--- config.mk ---
export PLATFORM = sky130hd
export DESIGN_NAME = demo_all_wb_arb
export DESIGN_NICKNAME = d
export VERILOG_FILES = /design/src/rtl/demo_all_wb_arb.sv
export SDC_FILE = /design/constraint.sdc
export NUM_CORES = 1
export LEC_CHECK = 0
export BUFFER_PORTS_ARGS = -buffer_cell sky130_fd_sc_hd__buf_2
export CAP_MARGIN = 20
export CORE_ASPECT_RATIO = 0.8
export CORE_MARGIN = 5
export CORE_UTILIZATION = 30
export DETAILED_ROUTE_END_ITERATION = 10
export PLACE_DENSITY = 0.68
export SYNTH_ARGS = -nofsm -noshare
export SYNTH_HDL_FRONTEND = slang
export SYNTH_SLANG_ARGS = --single-unit
--- constraint.sdc ---
create_clock -name clk_i -period 1.9 [get_ports clk_i]
set_input_delay 0.285 -clock clk_i [delete_from_list [all_inputs] [get_ports clk_i]]
set_output_delay 0.285 -clock clk_i [all_outputs]
set_load 0.005 [all_outputs]
--- src/rtl/demo_all_wb_arb.sv ---
`default_nettype none
// ============================================================================
// Module      : demo_all_wb_arb
// Description : Two-requester round-robin arbiter onto a single Wishbone
//               master port, with address-map checking and an optional BUS
//               timeout enabled by DEMO_ALL_WB_ARB_TIMEOUT_EN.
// Revision    : 1.0 - initial release
// ============================================================================
module demo_all_wb_arb #(
    parameter int unsigned TIMEOUT  = 255,
    parameter int unsigned MAP_SIZE = 32'h2100
) (
    input  logic        clk_i,
    input  logic        rst_n_i,
    input  logic [1:0]  req_i,
    input  logic [1:0]  we_i,
    input  logic [27:0] adr_i,
    input  logic [63:0] wdat_i,
    output logic [1:0]  ack_o,
    output logic [1:0]  err_o,
    output logic [31:0] rdat_o,
    output logic        wb_cyc_o,
    output logic        wb_stb_o,
    output logic        wb_we_o,
    output logic [13:0] wb_adr_o,
    output logic [31:0] wb_dat_o,
    input  logic [31:0] wb_dat_i,
    input  logic        wb_ack_i,
    input  logic        wb_err_i
);

    localparam logic [31:0] c_MAP_LIMIT = MAP_SIZE;

    typedef enum logic [1:0] {
        ST_IDLE = 2'd0,
        ST_BUS  = 2'd1,
        ST_RESP = 2'd2
    } state_t;

    state_t      r_state;
    state_t      w_state_nxt;
    logic        r_last;
    logic        r_gnt;
    logic        r_we;
    logic        r_cyc;
    logic [13:0] r_adr;
    logic [31:0] r_wdat;
    logic [31:0] r_rdat;
    logic [1:0]  r_ack;
    logic [1:0]  r_err;

    logic        w_gnt;
    logic        w_we;
    logic [13:0] w_adr;
    logic [31:0] w_wdat;
    logic        w_illegal;
    logic        w_load;
    logic        w_resp;
    logic        w_resp_err;
    logic        w_resp_gnt;
    logic        w_capture;
    logic        w_tmo_hit;

    // Under contention the requester that did not win last time is chosen.
    assign w_gnt     = (req_i == 2'b11) ? ~r_last : req_i[1];
    assign w_we      = we_i[w_gnt];
    assign w_adr     = w_gnt ? adr_i[27:14] : adr_i[13:0];
    assign w_wdat    = w_gnt ? wdat_i[63:32] : wdat_i[31:0];
    assign w_illegal = ({18'd0, w_adr} >= c_MAP_LIMIT) || (w_adr[1:0] != 2'b00);

`ifdef DEMO_ALL_WB_ARB_TIMEOUT_EN
    localparam int c_TMO_W = (TIMEOUT > 1) ? $clog2(TIMEOUT) : 1;
    localparam logic [c_TMO_W-1:0] c_TMO_LAST = c_TMO_W'(TIMEOUT - 1);

    logic [c_TMO_W-1:0] r_tmo;

    // Counts BUS cycles already spent; zero on the first BUS cycle.
    always_ff @(posedge clk_i or negedge rst_n_i) begin
        if (!rst_n_i) begin
            r_tmo <= '0;
        end else if (r_state != ST_BUS) begin
            r_tmo <= '0;
        end else begin
            r_tmo <= r_tmo + 1'b1;
        end
    end

    assign w_tmo_hit = (r_state == ST_BUS) && (r_tmo == c_TMO_LAST);
`else
    assign w_tmo_hit = 1'b0;
`endif

    always_comb begin
        w_state_nxt = r_state;
        w_load      = 1'b0;
        w_resp      = 1'b0;
        w_resp_err  = 1'b0;
        w_resp_gnt  = r_gnt;
        w_capture   = 1'b0;
        case (r_state)
            ST_IDLE: begin
                if (|req_i) begin
                    w_load     = 1'b1;
                    w_resp_gnt = w_gnt;
                    if (w_illegal) begin
                        w_state_nxt = ST_RESP;
                        w_resp      = 1'b1;
                        w_resp_err  = 1'b1;
                    end else begin
                        w_state_nxt = ST_BUS;
                    end
                end
            end
            ST_BUS: begin
                // Error takes priority over a simultaneous acknowledge.
                if (wb_err_i || w_tmo_hit) begin
                    w_state_nxt = ST_RESP;
                    w_resp      = 1'b1;
                    w_resp_err  = 1'b1;
                end else if (wb_ack_i) begin
                    w_state_nxt = ST_RESP;
                    w_resp      = 1'b1;
                    w_capture   = ~r_we;
                end
            end
            ST_RESP: begin
                w_state_nxt = ST_IDLE;
            end
            default: begin
                w_state_nxt = ST_IDLE;
            end
        endcase
    end

    always_ff @(posedge clk_i or negedge rst_n_i) begin
        if (!rst_n_i) begin
            r_state <= ST_IDLE;
            r_last  <= 1'b1;
            r_gnt   <= 1'b0;
            r_we    <= 1'b0;
            r_cyc   <= 1'b0;
            r_adr   <= '0;
            r_wdat  <= '0;
            r_rdat  <= '0;
            r_ack   <= '0;
            r_err   <= '0;
        end else begin
            r_state <= w_state_nxt;
            r_cyc   <= (w_state_nxt == ST_BUS);
            if (w_load) begin
                r_gnt  <= w_gnt;
                r_last <= w_gnt;
                r_we   <= w_we;
                r_adr  <= w_adr;
                r_wdat <= w_wdat;
            end
            if (w_capture) begin
                r_rdat <= wb_dat_i;
            end
            r_ack <= '0;
            r_err <= '0;
            if (w_resp) begin
                if (w_resp_err) begin
                    r_err[w_resp_gnt] <= 1'b1;
                end else begin
                    r_ack[w_resp_gnt] <= 1'b1;
                end
            end
        end
    end

    assign ack_o    = r_ack;
    assign err_o    = r_err;
    assign rdat_o   = r_rdat;
    assign wb_cyc_o = r_cyc;
    assign wb_stb_o = r_cyc;
    assign wb_we_o  = r_cyc & r_we;
    assign wb_adr_o = r_adr;
    assign wb_dat_o = r_wdat;

endmodule
`default_nettype wire

==> results.md <==
- Run status: finished clean
- Share of total power consumed by net switching: ~33%
- CTS HTree Levels: 3
- R2r worst-path depth: 5
- Effective utilization at floorplan: 30.62%
- Flop and latch count out of synthesis: between 80 and 90
- Slew Viols, Final: 0
- Clock tree skew after final layout: roughly 6.7 ps
- Count of buffer and inverter cells on the critical path: 1
- Yosys Warn Count: 0
- CP Capture Type: flop
- Overall routed net length: about 11,000 um
- Relative contribution of sequential cells to total power: roughly 40%
- Total negative setup slack: 0 ps
- Number of detailed-route iterations in the first pass: 4
- Post-synth top area cell: sky130_fd_sc_hd__dfrtp_1
- Critical-path cell with the highest stage delay: sky130_fd_sc_hd__or3b_4
- Design internal power: between 0.005 and 0.006 W
- Clk Latency, worst-skew pair: roughly 340 ps
- Total Routing Usage GR: ~14%
- Worst-path cell chain: nand2b_4, or3b_4, nor2_8, buf_12, mux2_2
- Biggest area contributors in the synthesized netlist: sky130_fd_sc_hd__dfrtp_1, sky130_fd_sc_hd__mux2i_1, sky130_fd_sc_hd__mux2_4
- Switch Pwr: roughly 0.0026 W
- P per Cell Area: roughly 1400 nW/um^2
- Number of cell rows: 37
- CP Data Required Time: approximately 2100 ps
- Synthesized netlist net count: 444
- Post-Synthesis Cell Area: just under 4000 um^2
- Highest clock rate: between 0.5 and 0.6 GHz
- Fraction of post-synthesis cell area in the top cell type by area: a little under three fifths
- Vias per Instance: 4.423
- Layout net count: approximately 660
- Slew at the pin closest to its max-slew limit: around 490 ps
- Global-route track usage on met2: a little under a quarter
- Remaining Overflow, GRT: 0
- Distinct cell type count of the synthesized netlist: 30
- # resized after CTS: 0
- Die Span Y: around 110 um
- Class of the most critical setup path: reg -> reg
- Setup repair after global routing missed its margin: no
- Count of final hold-check violations: 0
- IO Pins: 217
- Levels on crit path: 5
- Clock period minus worst slack: approximately 1800 ps
- Post-Syn Area per Cell: 12.58 um^2
- Wire length of the first global-routing pass: approximately 16,000 um
- Area added between synthesis and finish: 41.68%
- Static leakage: roughly 2.8 nW
- Antenna violations before repair: 0
- Clock Tree Root: sky130_fd_sc_hd__clkbuf_16
- Estimated wirelength of the detail-placed design: approximately 8300 um
- Final worst-path cycle share: a little over nine tenths
- Worst relative slew slack: approximately two thirds
- Class of the worst hold path: in -> reg
- Ant diodes: 0
- Synthesized instance count: roughly 310
- Combinational share of power: around 37%
- Standard cell core area: ~13,000 um^2
- Clock tree from TritonCTS: built
- Post-route ant nets: 0
- Critical Path Start Type: flop
- Total CTS buffers: 9
- Largest vdd supply drop: 0.6206 mV
- Largest net degree at the start of global routing: around 40
- Filler cell count in the final layout: approximately 1,200
- Die span in x: about 140 um
- Via count: 3,140
- Critical-path maximum fanout: 21
- Setup-violating endpoint count in the final report: 0
- Cell family with the largest share of critical-path delay: simple AND/OR/NAND/NOR gates
- Maximum buffer depth of the clock tree: 2
- Data arrival time of the worst path: about 2000 ps
- Total number of clock tree sinks: 88
- Sequential cell area fraction in the yosys report: between 50% and 60%
- Last weighted congestion value of the routability-driven placer: between 0.7 and 0.8
- Count of buffers inserted at the top-level ports: 216
- Number of DRC markers after the initial detailed-route iteration: ~80
- Area of all placed cells without fillers: between 5000 and 6000 um^2
- DRC errors left: 0
- Met1 GRT Util: between 10% and 20%
- Max-cap violation count: 0
- Clock share of power: between 20 and 25%
- Layout cells sized above 1: a little over half
- Number of cells on the worst hold path: 2
- Full die area: 15,490 um^2
- GRT Max-Usage Layer: met2
- CTS clock-pin slew for the worst setup and hold paths: ~70 ps
- Met3 GRT Util: 4.570%
- Mean routed wirelength per cell: 14.93 um
- DP Area: 5245 um^2
- Vias in the first global route: around 3,300
- Highest cell delay on the worst timing path: between 400 and 500 ps
worst reg2reg max path, delay by kind of cell, from the launching register on:
family,cells,cell delay (ps)
multiplexers,1,350
buffers and inverters,1,210
AND/OR/NAND/NOR,3,720
flip-flops,1,390
area by class of cell:
| type | instances | area (um^2) | share of cell area, % |
|---|---|---|---|
| clock buffer | 10 | 239.0 | 4.296 |
| timing repair buffer | 227 | 1231 | 22.13 |
| inverter | 1 | 3.754 | 0.06748 |
| tap | 175 | 219.0 | 3.936 |
| multi-input combinational | 203 | 1598 | 28.72 |
| sequential | 88 | 2203 | 39.61 |
| clock inverter | 6 | 68.82 | 1.237 |
cell families after synthesis:
logic type,share of synthesized area (%)
flip-flops,56.12
multiplexers,24.03
AND/OR/NAND/NOR,7.330
AO/OA/AOI/OAI,8.955
buffers and inverters,3.569
flip-flops by register name, summed over array words and instances (netlist names):
name      cells
rdat_o       32
wb_dat_o     32
wb_adr_o     14
ack_o         2
err_o         2
r_state       2
r_gnt         1
r_last        1
r_we          1
wb_cyc_o      1
power by group through the flow:
| stage | logic [W] | registers [W] | clock network, W |
|---|---|---|---|
| final | 0.00290 | 0.00318 | 0.00180 |
| after global routing | 0.00321 | 0.00329 | 0.00195 |
| after CTS | 0.00296 | 0.00319 | 0.00187 |
| after global placement | 0.00286 | 0.00318 | 0 |
| after floorplan | 0.00150 | 0.00324 | 0 |
| after detailed placement | 0.00297 | 0.00319 | 0 |
synth_stat cells:
cell type                   n
sky130_fd_sc_hd__a31oi_1    1
sky130_fd_sc_hd__nor3_1     4
sky130_fd_sc_hd__buf_2     10
sky130_fd_sc_hd__dfrtp_1   87
sky130_fd_sc_hd__o211a_1    1
sky130_fd_sc_hd__clkbuf_1   3
sky130_fd_sc_hd__o21ai_0    1
sky130_fd_sc_hd__buf_4      4
sky130_fd_sc_hd__and2_1     1
sky130_fd_sc_hd__a22oi_1    1
sky130_fd_sc_hd__a21oi_1   50
sky130_fd_sc_hd__or3b_4     1
sky130_fd_sc_hd__nor2_8     1
sky130_fd_sc_hd__inv_1      1
sky130_fd_sc_hd__a21boi_2   1
sky130_fd_sc_hd__o31ai_4    1
sky130_fd_sc_hd__a211oi_1   1
sky130_fd_sc_hd__a21o_2     2
sky130_fd_sc_hd__nand3b_1   1
sky130_fd_sc_hd__mux2_4    30
sky130_fd_sc_hd__nand2b_4   1
sky130_fd_sc_hd__mux2_2     2
sky130_fd_sc_hd__or4_1      1
sky130_fd_sc_hd__nor2_1    51
sky130_fd_sc_hd__nand2_1    1
sky130_fd_sc_hd__o21a_1     2
sky130_fd_sc_hd__nor4_1     1
sky130_fd_sc_hd__dfstp_2    1
sky130_fd_sc_hd__buf_8      3
sky130_fd_sc_hd__mux2i_1   47
routing by layer:
layer	routed length (um)	up-vias
met3	753	11
met1	4228	1487
met5	0	-
met2	5441	115
met4	178	0
li1	-	1527
stage by stage:
step           hold slack, ps  utilization, %  setup slack [ps]  total power [W]  cells
2_1_floorplan          -10.59               -             240.3         0.004744    312
3_3_place_gp            232.3           40.90             143.6         0.006039    693
3_5_place_dp            243.3           40.90             107.7         0.006159    693
4_1_cts                 149.7           43.38             109.5         0.008018    710
5_1_grt                 150.5           43.38             62.60         0.008457    710
6_report                168.9           43.38             116.0         0.007878    710
layout by cell type (no fill, tap or decap), types with 2 or more instances in the layout:
cell type	instances
sky130_fd_sc_hd__a21oi_1	50
sky130_fd_sc_hd__nor2_1	51
sky130_fd_sc_hd__buf_2	215
sky130_fd_sc_hd__clkinv_4	3
sky130_fd_sc_hd__mux2_4	30
sky130_fd_sc_hd__nor3_1	4
sky130_fd_sc_hd__mux2i_1	47
sky130_fd_sc_hd__mux2_2	2
sky130_fd_sc_hd__a21o_2	2
sky130_fd_sc_hd__dfrtp_1	87
sky130_fd_sc_hd__buf_12	5
sky130_fd_sc_hd__buf_4	6
sky130_fd_sc_hd__clkbuf_16	9
final timing paths:
| kind | endpoint | startpoint | slack (ps) |
|---|---|---|---|
| min in group asynchronous | wb_adr_o[1] | rst_n_i | 410 |
| worst min register to register | rdat_o[13] | rdat_o[13] | 500 |
| worst max register to register | rdat_o[4] | r_state[1] | 120 |
| worst min-delay path | rdat_o[2] | wb_dat_i[2] | 170 |
| worst max-delay path | rdat_o[4] | r_state[1] | 120 |
| max in group asynchronous | wb_dat_o[15] | rst_n_i | 860 |
what timing repair did:
item | CTS | global route
hold endpoints to repair | 24 | 0
setup buffers | 0 | 0
hold buffers | 1 | 0
endpoints found under the setup margin | 0 | 0
Power figures use the tool's default switching activity.
